## src/rtl/regfile_writeback_arbiter_if.sv

```systemverilog
// -----------------------------------------------------------------------------
// regfile_writeback_arbiter_if
//   Bundles the two producer handshakes (ALU and memory-load results) and the
//   register-file write port of regfile_writeback_arbiter.
//
//   Handshake semantics, for both producers: a producer holds x_valid together
//   with stable x_addr/x_data until it sees x_ready high at a rising clock
//   edge; the entry is transferred exactly at an edge where x_valid && x_ready.
//   x_ready never depends on x_valid.
//
//   Ports / signals:
//     alu_valid, alu_addr, alu_data   producer -> arbiter, ALU result
//     alu_ready                       arbiter -> producer, ALU FIFO can accept
//     mem_valid, mem_addr, mem_data   producer -> arbiter, load result
//     mem_ready                       arbiter -> producer, load FIFO can accept
//     writereg_addr, write_data       register-file write address/data
//     RegWrite                        register-file write enable
//     busy                            work pending (decoder stall hint)
//
//   Modports: master = producers + register file side, slave = the arbiter.
// -----------------------------------------------------------------------------
interface regfile_writeback_arbiter_if #(
    parameter int DataLength = 64,
    parameter int AddrWidth  = 6
);
    logic                  alu_valid;
    logic                  alu_ready;
    logic [AddrWidth-1:0]  alu_addr;
    logic [DataLength-1:0] alu_data;

    logic                  mem_valid;
    logic                  mem_ready;
    logic [AddrWidth-1:0]  mem_addr;
    logic [DataLength-1:0] mem_data;

    logic [AddrWidth-1:0]  writereg_addr;
    logic [DataLength-1:0] write_data;
    logic                  RegWrite;
    logic                  busy;

    modport master (
        output alu_valid, alu_addr, alu_data,
        output mem_valid, mem_addr, mem_data,
        input  alu_ready, mem_ready,
        input  writereg_addr, write_data, RegWrite, busy
    );

    modport slave (
        input  alu_valid, alu_addr, alu_data,
        input  mem_valid, mem_addr, mem_data,
        output alu_ready, mem_ready,
        output writereg_addr, write_data, RegWrite, busy
    );
endinterface

```

## src/rtl/regfile_writeback_arbiter.sv

```systemverilog
// -----------------------------------------------------------------------------
// regfile_writeback_arbiter
//   Merges completed results from the ALU and the memory-load unit into the
//   single register-file write port. Each producer has its own FIFO; one entry
//   is popped per cycle. Loads win contention, but after the ALU has lost three
//   times in a row it wins the next arbitration (starvation guard).
//
//   Ports:
//     clk   in  clock, rising edge
//     rst   in  asynchronous active-high reset
//     bus   regfile_writeback_arbiter_if.slave (producer handshakes, write port)
//
//   Timing: an entry accepted at edge k into an empty, uncontended FIFO is
//   popped at edge k+1; writereg_addr/write_data/RegWrite are registered, so
//   the register file writes it at edge k+2.
// -----------------------------------------------------------------------------
module regfile_writeback_arbiter #(
    parameter int DataLength = 64,
    parameter int AddrWidth  = 6,
    parameter int FifoDepth  = 4,
    parameter int DropZero   = 0
) (
    input logic                         clk,
    input logic                         rst,
    regfile_writeback_arbiter_if.slave  bus
);
    localparam int             PW        = $clog2(FifoDepth);
    localparam int             CW        = PW + 1;
    localparam logic [CW-1:0]  FULL_CNT  = CW'(FifoDepth);
    localparam bit             DROP_ZERO = (DropZero != 0);
    localparam logic [1:0]     STARVE_MAX = 2'd3;

    // ---------------- ALU FIFO ----------------
    logic [AddrWidth-1:0]  alu_addr_q [FifoDepth];
    logic [DataLength-1:0] alu_data_q [FifoDepth];
    logic [PW-1:0]         alu_wr_ptr, alu_rd_ptr;
    logic [CW-1:0]         alu_cnt;
    logic                  alu_push, alu_pop, alu_ne;

    // ---------------- load FIFO ----------------
    logic [AddrWidth-1:0]  mem_addr_q [FifoDepth];
    logic [DataLength-1:0] mem_data_q [FifoDepth];
    logic [PW-1:0]         mem_wr_ptr, mem_rd_ptr;
    logic [CW-1:0]         mem_cnt;
    logic                  mem_push, mem_pop, mem_ne;

    // ---------------- arbitration / output ----------------
    logic [1:0]            starve_cnt, starve_next;
    logic                  alu_priority;
    logic [AddrWidth-1:0]  sel_addr;
    logic [DataLength-1:0] sel_data;
    logic [AddrWidth-1:0]  wr_addr_r;
    logic [DataLength-1:0] wr_data_r;
    logic                  reg_write_r;

    // Ready comes from the registered count only: a full FIFO refuses a push
    // even in a cycle where it is also being popped.
    assign bus.alu_ready = !rst && (alu_cnt != FULL_CNT);
    assign bus.mem_ready = !rst && (mem_cnt != FULL_CNT);

    assign alu_push = bus.alu_valid && bus.alu_ready;
    assign mem_push = bus.mem_valid && bus.mem_ready;
    assign alu_ne   = (alu_cnt != '0);
    assign mem_ne   = (mem_cnt != '0);

    // ---------------- starvation guard: state register ----------------
    always_ff @(posedge clk or posedge rst) begin
        if (rst) begin
            starve_cnt <= 2'd0;
        end else begin
            starve_cnt <= starve_next;
        end
    end

    // ---------------- starvation guard: next state ----------------
    // Any cycle where the ALU FIFO is non-empty and not popped, the load
    // FIFO was popped instead, i.e. the ALU lost an arbitration.
    always_comb begin
        starve_next = starve_cnt;
        if (alu_pop || !alu_ne) begin
            starve_next = 2'd0;
        end else if (starve_cnt != STARVE_MAX) begin
            starve_next = starve_cnt + 2'd1;
        end
    end

    // ---------------- starvation guard: outputs / pop select ----------------
    always_comb begin
        alu_priority = (starve_cnt == STARVE_MAX);
        alu_pop      = alu_ne && (!mem_ne || alu_priority);
        mem_pop      = mem_ne && !alu_pop;
        sel_addr     = alu_pop ? alu_addr_q[alu_rd_ptr] : mem_addr_q[mem_rd_ptr];
        sel_data     = alu_pop ? alu_data_q[alu_rd_ptr] : mem_data_q[mem_rd_ptr];
    end

    // ---------------- FIFO storage (no reset needed: guarded by counts) ------
    always_ff @(posedge clk) begin
        if (alu_push) begin
            alu_addr_q[alu_wr_ptr] <= bus.alu_addr;
            alu_data_q[alu_wr_ptr] <= bus.alu_data;
        end
        if (mem_push) begin
            mem_addr_q[mem_wr_ptr] <= bus.mem_addr;
            mem_data_q[mem_wr_ptr] <= bus.mem_data;
        end
    end

    // ---------------- FIFO pointers and counts ----------------
    // Pointers wrap naturally because FifoDepth is a power of two.
    always_ff @(posedge clk or posedge rst) begin
        if (rst) begin
            alu_wr_ptr <= '0;
            alu_rd_ptr <= '0;
            alu_cnt    <= '0;
            mem_wr_ptr <= '0;
            mem_rd_ptr <= '0;
            mem_cnt    <= '0;
        end else begin
            if (alu_push) alu_wr_ptr <= alu_wr_ptr + PW'(1);
            if (alu_pop)  alu_rd_ptr <= alu_rd_ptr + PW'(1);
            if (mem_push) mem_wr_ptr <= mem_wr_ptr + PW'(1);
            if (mem_pop)  mem_rd_ptr <= mem_rd_ptr + PW'(1);

            case ({alu_push, alu_pop})
                2'b10:   alu_cnt <= alu_cnt + CW'(1);
                2'b01:   alu_cnt <= alu_cnt - CW'(1);
                default: alu_cnt <= alu_cnt;
            endcase

            case ({mem_push, mem_pop})
                2'b10:   mem_cnt <= mem_cnt + CW'(1);
                2'b01:   mem_cnt <= mem_cnt - CW'(1);
                default: mem_cnt <= mem_cnt;
            endcase
        end
    end

    // ---------------- registered write port ----------------
    // addr/data load on every pop, even a dropped register-0 write; they
    // only hold when nothing is popped.
    always_ff @(posedge clk or posedge rst) begin
        if (rst) begin
            wr_addr_r   <= '0;
            wr_data_r   <= '0;
            reg_write_r <= 1'b0;
        end else if (alu_pop || mem_pop) begin
            wr_addr_r   <= sel_addr;
            wr_data_r   <= sel_data;
            reg_write_r <= !(DROP_ZERO && (sel_addr == '0));
        end else begin
            reg_write_r <= 1'b0;
        end
    end

    assign bus.writereg_addr = wr_addr_r;
    assign bus.write_data    = wr_data_r;
    assign bus.RegWrite      = reg_write_r;
    assign bus.busy          = alu_ne || mem_ne || reg_write_r;
endmodule

```

## src/flat_wrapper.sv

```systemverilog
// flat-port wrapper written by rule: the top's interface ports become plain ports
module regfile_writeback_arbiter_flat 
#(
    parameter int DataLength = 64,
    parameter int AddrWidth  = 6,
    parameter int FifoDepth  = 4,
    parameter int DropZero   = 0
)
  (clk, rst, bus_alu_valid, bus_alu_addr, bus_alu_data, bus_mem_valid, bus_mem_addr, bus_mem_data, bus_alu_ready, bus_mem_ready, bus_writereg_addr, bus_write_data, bus_RegWrite, bus_busy);
  regfile_writeback_arbiter_if #(.DataLength(DataLength), .AddrWidth(AddrWidth)) bus_i ();
  input logic clk;
  input logic rst;
  input wire logic [$bits(bus_i.alu_valid)-1:0] bus_alu_valid;
  input wire logic [$bits(bus_i.alu_addr)-1:0] bus_alu_addr;
  input wire logic [$bits(bus_i.alu_data)-1:0] bus_alu_data;
  input wire logic [$bits(bus_i.mem_valid)-1:0] bus_mem_valid;
  input wire logic [$bits(bus_i.mem_addr)-1:0] bus_mem_addr;
  input wire logic [$bits(bus_i.mem_data)-1:0] bus_mem_data;
  output wire logic [$bits(bus_i.alu_ready)-1:0] bus_alu_ready;
  output wire logic [$bits(bus_i.mem_ready)-1:0] bus_mem_ready;
  output wire logic [$bits(bus_i.writereg_addr)-1:0] bus_writereg_addr;
  output wire logic [$bits(bus_i.write_data)-1:0] bus_write_data;
  output wire logic [$bits(bus_i.RegWrite)-1:0] bus_RegWrite;
  output wire logic [$bits(bus_i.busy)-1:0] bus_busy;
  assign bus_i.alu_valid = bus_alu_valid;
  assign bus_i.alu_addr = bus_alu_addr;
  assign bus_i.alu_data = bus_alu_data;
  assign bus_i.mem_valid = bus_mem_valid;
  assign bus_i.mem_addr = bus_mem_addr;
  assign bus_i.mem_data = bus_mem_data;
  assign bus_alu_ready = bus_i.alu_ready;
  assign bus_mem_ready = bus_i.mem_ready;
  assign bus_writereg_addr = bus_i.writereg_addr;
  assign bus_write_data = bus_i.write_data;
  assign bus_RegWrite = bus_i.RegWrite;
  assign bus_busy = bus_i.busy;
  regfile_writeback_arbiter #(.DataLength(DataLength), .AddrWidth(AddrWidth), .FifoDepth(FifoDepth), .DropZero(DropZero)) u_core (.clk(clk), .rst(rst), .bus(bus_i));
endmodule
```

## config.mk

```make
export PLATFORM = sky130hd
export DESIGN_NAME = regfile_writeback_arbiter_flat
export DESIGN_NICKNAME = d
export VERILOG_FILES = /design/src/rtl/regfile_writeback_arbiter_if.sv /design/src/rtl/regfile_writeback_arbiter.sv /design/src/flat_wrapper.sv
export SDC_FILE = /design/constraint.sdc
export NUM_CORES = 1
export LEC_CHECK = 0
export CAP_MARGIN = 20
export CELL_PAD_IN_SITES_DETAIL_PLACEMENT = 0
export CELL_PAD_IN_SITES_GLOBAL_PLACEMENT = 1
export CORE_MARGIN = 2
export CORE_UTILIZATION = 47
export CTS_CLUSTER_SIZE = 20
export DETAILED_ROUTE_END_ITERATION = 12
export GPL_ROUTABILITY_DRIVEN = 0
export PLACE_DENSITY = 0.77
export SLEW_MARGIN = 20
export SYNTH_ARGS = -nofsm -noshare
export SYNTH_HDL_FRONTEND = slang
export SYNTH_SLANG_ARGS = --single-unit
export TNS_END_PERCENT = 30
```

## constraint.sdc

```tcl
create_clock -name clk -period 7.7 [get_ports clk]
set_input_delay 2.31 -clock clk [delete_from_list [all_inputs] [get_ports clk]]
set_output_delay 2.31 -clock clk [all_outputs]
set_load 0.02 [all_outputs]
```

After elaboration in Yosys (flattened, before gate mapping)
Memories as Yosys holds them, arrays and structs flattened.
Cells that the tools add are included.
Storage, ports and cells
  bits in registers: 87
  bits in latches: 0
  memory bits (writable): 560
  memory bits (read-only): 0
  logic and storage cells: 62
  memories kept: 4
Cells by class
  $add $sub $neg: 9
  $mul: 0
  divide/modulo/power cells: 0
  magnitude comparators: 0
  equal/unequal tests: 8
  shift-type cells: 0
  muxes and demuxes: 11
  bitwise gates (word level): 0
  reduce and logical (&&, ||, !) cells: 20
Memories
  u_core.alu_data_q: depth 4, width 64, read ports 1, clocked after memory_dff 0, wr ports 1, line regfile_writeback_arbiter.sv:35  | logic [DataLength-1:0] alu_data_q [FifoDepth];
  u_core.mem_data_q: depth 4, width 64, read ports 1, clocked after memory_dff 0, wr ports 1, line regfile_writeback_arbiter.sv:42  | logic [DataLength-1:0] mem_data_q [FifoDepth];
  u_core.alu_addr_q: depth 4, width 6, read ports 1, clocked after memory_dff 0, wr ports 1, line regfile_writeback_arbiter.sv:34  | logic [AddrWidth-1:0] alu_addr_q [FifoDepth];
  u_core.mem_addr_q: depth 4, width 6, read ports 1, clocked after memory_dff 0, wr ports 1, line regfile_writeback_arbiter.sv:41  | logic [AddrWidth-1:0] mem_addr_q [FifoDepth];
Operators by type and width (count)
  $mux 64: 1
  $pmux 3 s2: 2
  $add 2x1->2 const B: 5
  $add 3x1->3 const B: 2
  $eq 2x2->1 const B: 3
  $logic_and 1x1->1: 6
  $mux 6: 1
  $ne 3x3->1 const B: 2
  $reduce_bool 2->1: 3
  $reduce_bool 3->1: 2
  $sub 3x1->3 const B: 2
  $logic_or 1x1->1: 5
  $mux 1: 5
  $eq 2x1->1 const B: 2
  $logic_not 1->1: 4
  $mux 2: 2
  $ne 2x2->1 const B: 1

Logic depth before layout (Yosys ltp)
Gate-level depths: netlist of run 1.
  depth in word-level cells: 8
  depth in mapped cells: 11

Worst setup path after synthesis of run 1
No wires, ideal clock.
  path kind: input-to-output
  from: in rst
  to: out bus_alu_ready
  arrival time: 2.650 ns
  required time: 5.390 ns
  setup slack: 2.740 ns
  stages on the path: 1
  path buffers: 0
  path through: a21oi_1
Between the ends
  word-level cells in the longest chain between the ends: 2
Ends and longest elaborated chain
  from (decl): line flat_wrapper.sv:12  | input logic rst;
  $logic_not 1->1: line regfile_writeback_arbiter.sv:58  | assign bus.alu_ready = !rst && (alu_cnt != FULL_CNT);
  $logic_and 1x1->1: line regfile_writeback_arbiter.sv:58
  to (decl): line flat_wrapper.sv:19  | output wire logic [$bits(bus_i.alu_ready)-1:0] bus_alu_ready;
Every way passes these cells.

Worst setup path in the final report of run 1
Same ends and word-level chain as after synthesis.

==> results.md, run 1 <==
* Detail Route Antenna Nets at 0
* Cts bufs inserted at 68
* Max-Cap Viols at 0
* Wire per inst at 26.0 µm
* Top post-synthesis cells by area: edfxtp_1, mux4_2, dfrtp_1
* Min Tclk post-route at 5970 ps
* Critical Path RT at 5390 ps
* Slew Limit Fails at 0
* CP startpoint kind: primary input
* Setup Buffers After CTS at 0
* Effective utilization at floorplan at 47.7%
* Antenna violations before repair at 6
* Worst Setup End Kind: output port
* R2r setup slk at 4570 ps
* Pin count of the biggest net entering global routing at 128
* Routed vias/inst at 5.88
* Syn nets at 1384
* Async S/R FF share, synth at 13.4%
* Number of synthesized flops with an enable pin at 560
* Post-synth top area share at 65.4%
* Vias in the first global route at 13600
* Mapped Cells at 1227
* IO Count at 218
* Setup TNS at 0 ps
* Crit path from: rst
* Std-Cell Rows at 85
* Worst-margin pin slew at 1090 ps
* R2r worst-path depth at 6
* All-Layer GR Usage at 20.6%
* Final wirelength at 57.2 mm
* Hpwl dp at 33.9 mm
* Max Clk Rate at 0.167 GHz
* Pwr/cell area at 383 nW/µm²
* Worst vdd ir at 0.201 mV
* CTS HTree Levels at 3
* Chip Height at 238 µm
* Most frequent cells after synthesis: edfxtp_1, mux4_2, dfrtp_1, a211oi_2, mux2i_1
* Share of cells above drive strength 1 at 23.7%
* Root Driver: clkbuf_16
* R2R Path Start: u_core.starve_cnt[0]$_DFFE_PP0P_
* Global route overflow at 0
* Core area at 53900 µm²
* CTS tree: yes
* Post-synthesis register bit count at 647
* Worst-path fanout max at 5
* RSZ-0062 raised after global routing: no
* # hold bufs at CTS at 0
* PortBufs at 217
* Largest area contributor in the netlist: edfxtp_1
* Max_slew headroom at 27.6%
* P&R area growth vs syn at 19.5%
* Die area at 56600 µm²
* Drt drc at 0
* DIE WIDTH at 238 µm
* Critical path type: primary input to output port
* # clock sinks at 647
* End of the critical path: bus_alu_ready
* Worst slack, placed at 1720 ps
* Yosys warnings at 0
* Vias at 12900
* Reg-to-reg endpoint: u_core.bus.write_data[12]$_DFFE_PP0P_
* Cell variety after synth at 32
* Min-Delay Path Class: register to register
* Setup ws final at 1730 ps
* Max clock buf depth at 3
* DR pass1 iterations at 5
* CTS clk-pin slew, worst paths at 60 ps
* Tcrit/Tclk final at 77.6%
* Sequential area share after synthesis at 73.9%
* Final Hold Fails at 0
* Run status: finished clean
* Dominant synthesized flop cell: edfxtp_1
* Setup-failing EPs final at 0
* Mapped cell area at 25700 µm²
* Nets at 1604
* Starting DRT DRC Count at 1073
* First-pass GRT wire length at 85.8 mm
* Most frequent cell after synthesis: edfxtp_1
* Clk_skew at 21.5 ps
* Leak at 10.3 nW
* CP Data Arrival Time at 3660 ps
* Fill cells at 3977
* Worst skew pair latency at 600 ps
* Post-cts gate resize count at 0
* Synth Area per Inst at 20.9 µm²
-- logic make-up after synthesis --
kind of cell | after synthesis | share of synthesized area, %
adder cells (fa/ha/maj) | 13 | 0.691
buffers and inverters | 102 | 2.10
AND/OR/NAND/NOR | 91 | 1.87
multiplexers | 214 | 15.2
AO/OA/AOI/OAI | 148 | 5.88
flip-flops | 647 | 73.9
XOR/XNOR | 12 | 0.409
-- metrics by stage --
stage / cell area, µm² / hold WS [ps] / power [mW] / std cells / util (%)
6_report: 30700 / 529 / 11.8 / 2199 / 56.9
5_1_grt: 30700 / 563 / 12.3 / 2199 / 56.9
4_1_cts: 30700 / 535 / 11.9 / 2196 / 56.9
3_5_place_dp: 28600 / 520 / 8.79 / 2072 / 53.0
3_3_place_gp: 28400 / 493 / 8.68 / 2067 / 52.8
2_1_floorplan: 25700 / 419 / 7.53 / 1227 / -
-- critical path, cell delays in order --
cell and delay (ps):
clkdlybuf4s50_1 530, a21oi_1 190, clkdlybuf4s50_1 640
-- layer usage --
layer	routed length (µm)	GRT usage, %	up-vias	part of all wire (%)
li1	-	-	5565	-
met1	23700	28.0	6857	41
met2	28600	33.6	401	50
met3	3180	3.96	108	5.5
met4	1720	6.88	8	3.0
met5	46	0	-	0.080
-- worst min-delay path by stage --
| stage | from | endpoint | slack (ps) | cells past startpoint |
|---|---|---|---|---|
| finish | u_core.starve_cnt[0]$_DFFE_PP0P_ | u_core.starve_cnt[0]$_DFFE_PP0P_ | 530 | 1 |
| global route | u_core.starve_cnt[0]$_DFFE_PP0P_ | u_core.starve_cnt[0]$_DFFE_PP0P_ | 560 | 1 |
| CTS | u_core.starve_cnt[0]$_DFFE_PP0P_ | u_core.starve_cnt[0]$_DFFE_PP0P_ | 530 | 1 |
| detailed placement | u_core.starve_cnt[0]$_DFFE_PP0P_ | u_core.starve_cnt[0]$_DFFE_PP0P_ | 520 | 1 |
| global placement | u_core.starve_cnt[0]$_DFFE_PP0P_ | u_core.starve_cnt[0]$_DFFE_PP0P_ | 490 | 1 |
| floorplan | u_core.starve_cnt[0]$_DFFE_PP0P_ | u_core.starve_cnt[0]$_DFFE_PP0P_ | 420 | 1 |
-- area by class of cell --
type	count	area, µm²	share of cell area (%)
diodes	2	5.00	0.0163
flip-flops and latches	647	19000	61.9
repair buffers	237	2440	7.95
clock inverters	31	209	0.680
multi-input cells	478	6220	20.2
well taps	696	871	2.84
inverters	15	61.3	0.200
clock buffers	93	1900	6.18
-- placed cells by master (no fill, tap or decap), drive strengths merged, types with 5 or more instances in the layout --
cell and count:
mux2i 71, clkdlybuf4s50 217, nor3 72, xnor2 8
mux4 140, inv 19, a211oi 143, clkbuf 93
clkinv 25, nor2 5, buf 20, edfxtp 560
and2 8, dfrtp 87, ha 11
-- report_power, final --
part	leakage, nW	internal, mW	switching (mW)
sequential	6.08	4.42	0.419
clock	1.04	1.79	1.31
combinational	3.19	1.79	2.03
total	10.3	8.01	3.76
-- flip-flops by register name, indices dropped and copies added (netlist names), 3 cells and up --
signal and count:
u_core.alu_data_q 256, u_core.mem_cnt 3, u_core.alu_cnt 3, u_core.mem_data_q 256
u_core.mem_addr_q 24, u_core.bus.write_data 64, u_core.bus.writereg_addr 6, u_core.alu_addr_q 24
Note: power is estimated with default switching activity, not from simulation.
==> run 2: changes to the inputs <==
Clock period 7.7 ns to 5.84 ns, I/O delays scaled along.
==> results.md, run 2 (synthesized netlist as in run 1, its figures left out) <==
* Wire per inst at 26.5 µm
* Max-Cap Viols at 0
* Crit-path max cell delay at 630 ps
* Effective utilization at floorplan at 47.7%
* Share of cells above drive strength 1 at 23.9%
* Min Tclk post-route at 4860 ps
* Pin count of the biggest net entering global routing at 88
* Clk_skew at 24.7 ps
* R2r setup slk at 2790 ps
* First-pass GRT wire length at 87.9 mm
* Tcrit/Tclk final at 83.2%
* Commonest non-fill, non-tap cell in the layout: edfxtp_1
* Net Sw Frac at 31.6%
* Drt drc at 0
* Min-Delay Path Class: register to register
* DIE WIDTH at 238 µm
* Core area at 53900 µm²
* # hold bufs at CTS at 0
* CP bufs+invs at 2
* # clock sinks at 647
* CTS clk-pin slew, worst paths at 60 ps
* Fill cells at 3913
* Max_slew headroom at 26.0%
* Starting DRT DRC Count at 1090
* Global route overflow at 0
* Worst vdd ir at 0.361 mV
* Final Hold Fails at 0
* Chip Height at 238 µm
* PortBufs at 217
* RSZ-0062 raised after global routing: no
* Max clock buf depth at 3
* Top cell by count, worst path: clkdlybuf4s50_1
* Worst-path fanout max at 5
* Leak at 10.4 nW
* Most frequent cells in the layout: edfxtp_1, clkdlybuf4s50_1, mux4_2
* CTS HTree Levels at 3
* Cts bufs inserted at 67
* Worst skew pair latency at 590 ps
* IO Count at 218
* All-Layer GR Usage at 21.1%
* Worst-margin pin slew at 1110 ps
* Flop pwr share at 40.6%
* Std-Cell Rows at 85
* Pwr/cell area at 511 nW/µm²
* Root Driver: clkbuf_16
* Core Util, Final at 57.2%
* Vias at 12900
* Antenna violations before repair at 1
* Crit-path cells: clkdlybuf4s50_1 -> a21oi_1 -> clkdlybuf4s50_1
* Max Clk Rate at 0.206 GHz
* CP Data Arrival Time at 3110 ps
* Nets at 1606
* Psw at 4.98 mW
* Routed vias/inst at 5.87
* CP startpoint kind: primary input
* Slowest stage cell, crit path: clkdlybuf4s50_1
* Setup TNS at 0 ps
* Worst Setup End Kind: output port
* P&R area growth vs syn at 20.1%
* Setup-failing EPs final at 0
* Critical Path RT at 4090 ps
* Hpwl dp at 34.2 mm
* Run status: finished clean
* Post-cts gate resize count at 0
* Detail Route Antenna Nets at 0
* Gate power share at 32.1%
* Final wirelength at 58.3 mm
* CTS tree: yes
* Internal at 10.8 mW
* Clock network power share at 27.3%
* Die area at 56600 µm²
* Critical path type: primary input to output port
* CP delay by family, top: buffers and inverters
* DR pass1 iterations at 5
* Slew Limit Fails at 0
* Setup Buffers After CTS at 0
* Vias in the first global route at 13600
-- run 2: per-stage QoR --
stage               hold WS, ps  cell area [µm²]  worst slack [ps]  cells  total power, mW
detailed placement          515            28500               988   2072             11.6
CTS                         523            30800               991   2193             15.9
floorplan                   419            25700              1500   1227             9.93
global route                530            30900               943   2198             16.5
finish                      517            30900               981   2198             15.8
global placement            498            28500              1000   2071             11.5
-- run 2: final timing paths --
check,cells after the start,from,to
setup reg to reg,6,u_core.starve_cnt[0]$_DFFE_PP0P_,u_core.bus.write_data[14]$_DFFE_PP0P_
max in group asynchronous,3,rst,u_core.bus.writereg_addr[1]$_DFFE_PP0P_
min in group asynchronous,2,rst,u_core.mem_cnt[2]$_DFFE_PP0P_
hold / removal,1,u_core.starve_cnt[0]$_DFFE_PP0P_,u_core.starve_cnt[0]$_DFFE_PP0P_
setup / recovery,3,rst,bus_mem_ready
hold reg to reg,1,u_core.starve_cnt[0]$_DFFE_PP0P_,u_core.starve_cnt[0]$_DFFE_PP0P_
-- run 2: cell type report --
type	instances	area, µm²	share of cell area (%)
clock inverter	22	259	0.839
inverter	15	61.3	0.199
timing repair buffer	240	2470	8.02
sequential	647	19000	61.6
tap	696	871	2.82
clock buffer	99	1970	6.39
antenna	1	2.50	0.00811
multi-input combinational	478	6220	20.1
-- run 2: metal layers --
layer  wire length (µm)  track usage (%)
met1              24500             29.2
met2              29000             34.4
met3               3400             4.15
met4               1400             6.12
met5                  0                0
-- run 2: power groups by stage --
stage	sequential (mW)	combinational [mW]	clock, mW
3_3_place_gp	6.57	4.93	0
4_1_cts	6.50	5.04	4.38
3_5_place_dp	6.59	5.02	0
5_1_grt	6.50	5.46	4.57
2_1_floorplan	6.47	3.46	0
6_report	6.40	5.07	4.30
==> run 3: changes to the inputs <==
Settings changed: CORE_UTILIZATION 47 to 46, PLACE_DENSITY 0.77 to 0.78.
Clock period 5.84 ns to 4.2 ns, I/O delays scaled along.
==> results.md, run 3 (synthesized netlist as in run 1, its figures left out) <==
* Reg-to-reg endpoint: u_core.bus.write_data[16]$_DFFE_PP0P_
* All-Layer GR Usage at 20.6%
* Worst-margin pin slew at 1020 ps
* PortBufs at 217
* Max-Cap Viols at 0
* Gate power share at 32.4%
* Flop pwr share at 41.1%
* CTS tree: yes
* Critical Path RT at 2940 ps
* Wire per inst at 25.5 µm
* Clk_skew at 22.8 ps
* Nets at 1619
* Min Tclk post-route at 3850 ps
* Placed Area at 28900 µm²
* Run status: finished clean
* Pin count of the biggest net entering global routing at 72
* DR pass1 iterations at 5
* Max clock buf depth at 3
* Pwr/cell area at 704 nW/µm²
* Cts bufs inserted at 67
* Max_slew headroom at 32.0%
* Critical path type: primary input to output port
* Effective utilization at floorplan at 46.6%
* Die area at 57800 µm²
* CP startpoint kind: primary input
* Starting DRT DRC Count at 951
* Clock network power share at 26.6%
* Hpwl dp at 35.4 mm
* Hold_sp: u_core.starve_cnt[0]$_DFFE_PP0P_
* Share of cells above drive strength 1 at 24.9%
* Slowest stage cell, crit path: clkdlybuf4s50_1
* Leak at 10.5 nW
* Crit-path max cell delay at 620 ps
* Worst-path fanout max at 5
* Psw at 6.94 mW
* Commonest non-fill, non-tap cell in the layout: edfxtp_1
* Hold Path Sink: u_core.starve_cnt[0]$_DFFE_PP0P_
* CTS clk-pin slew, worst paths at 60 ps
* Global route overflow at 0
* Root Driver: clkbuf_16
* Top cell by count, worst path: clkdlybuf4s50_1
* Min-Delay Path Class: register to register
* Worst Setup End Kind: output port
* CTS HTree Levels at 3
* Setup-failing EPs final at 0
* Chip Height at 240 µm
* Vias at 12900
* Final hold slack at 522 ps
* R2r worst-path depth at 5
* Tcrit/Tclk final at 91.7%
* Final wirelength at 57.8 mm
* Most frequent cells in the layout: edfxtp_1, clkdlybuf4s50_1, mux4_2
* Setup Buffers After CTS at 0
* Max Clk Rate at 0.260 GHz
* DIE WIDTH at 240 µm
* Crit-path cells: clkdlybuf4s50_1 -> a21oi_1 -> clkdlybuf4s50_1
* Antenna violations before repair at 5
* Core area at 55200 µm²
* RSZ-0062 raised after global routing: no
* Worst vdd ir at 0.377 mV
* Finished Cell Area at 31100 µm²
* Net Sw Frac at 31.7%
* Worst skew pair latency at 590 ps
* Post-cts gate resize count at 0
* # hold bufs at CTS at 0
* Worst Hold Depth at 1
* # clock sinks at 647
* Vias in the first global route at 13600
* Slew Limit Fails at 0
* First-pass GRT wire length at 87.0 mm
* Std-Cell Rows at 86
* Setup TNS at 0 ps
* Detail Route Antenna Nets at 0
* Internal at 15.0 mW
* R2r setup slk at 1440 ps
* Routed vias/inst at 5.71
* Drt drc at 0
* Final Hold Fails at 0
* CP Data Arrival Time at 2590 ps
* R2R Path Start: u_core.mem_cnt[0]$_DFFE_PP0P_
* IO Count at 218
* P&R area growth vs syn at 21.0%
-- run 3: cell types whose count changed in the layout (fill, tap and decap cells not counted), sizes merged --
cell,change
clkbuf,-8
clkinv,+7
diode,+2
buf,+13
inv,+1
bufinv,-1
-- run 3: layer usage --
layer | GRT usage, % | vias to the layer above | part of all wire (%)
met3 | 3.81 | 85 | 6.0
met2 | 34.5 | 431 | 51
li1 | - | 5591 | -
met5 | 0 | - | 0.031
met1 | 28.1 | 6821 | 41
met4 | 5.44 | 4 | 2.0
-- run 3: worst max path at each step --
stage	depth (start not counted)	startpoint	to
2_1_floorplan	3	bus_alu_valid	u_core.alu_addr_q[0][0]$_DFFE_PP_
3_3_place_gp	3	rst	bus_alu_ready
3_5_place_dp	3	rst	bus_alu_ready
4_1_cts	3	rst	bus_alu_ready
5_1_grt	3	rst	bus_alu_ready
6_report	3	rst	bus_alu_ready
-- run 3: power by group through the flow --
stage,logic [mW],registers (mW),clock network [mW]
floorplan,4.81,8.99,0
global placement,6.93,9.20,0
detailed placement,7.06,9.24,0
CTS,7.09,9.12,5.93
global route,7.63,9.12,6.18
finish,7.09,9.00,5.83
-- run 3: final cells by class --
| type | count | area, µm² |
|---|---|---|
| clock buffer | 91 | 1890 |
| clock inverter | 29 | 280 |
| sequential | 647 | 19000 |
| timing repair buffer | 253 | 2720 |
| fill | 4108 | 24100 |
| multi-input combinational | 478 | 6220 |
| tap | 748 | 936 |
| inverter | 15 | 61.3 |
| antenna | 3 | 7.51 |
-- run 3: critical path, delay by kind of cell --
| family | cells | cell delay, ps |
|---|---|---|
| buf+inv | 2 | 1150 |
| compound gates | 1 | 180 |
-- run 3: through the flow --
| stage | setup WS (ps) | cells | util (%) | total power [mW] |
|---|---|---|---|---|
| 3_3_place_gp | 356 | 2139 | 52.4 | 16.1 |
| 5_1_grt | 292 | 2264 | 56.4 | 22.9 |
| 4_1_cts | 334 | 2259 | 56.3 | 22.1 |
| 3_5_place_dp | 332 | 2139 | 52.4 | 16.3 |
| 2_1_floorplan | 356 | 1227 | - | 13.8 |
| 6_report | 350 | 2264 | 56.4 | 21.9 |
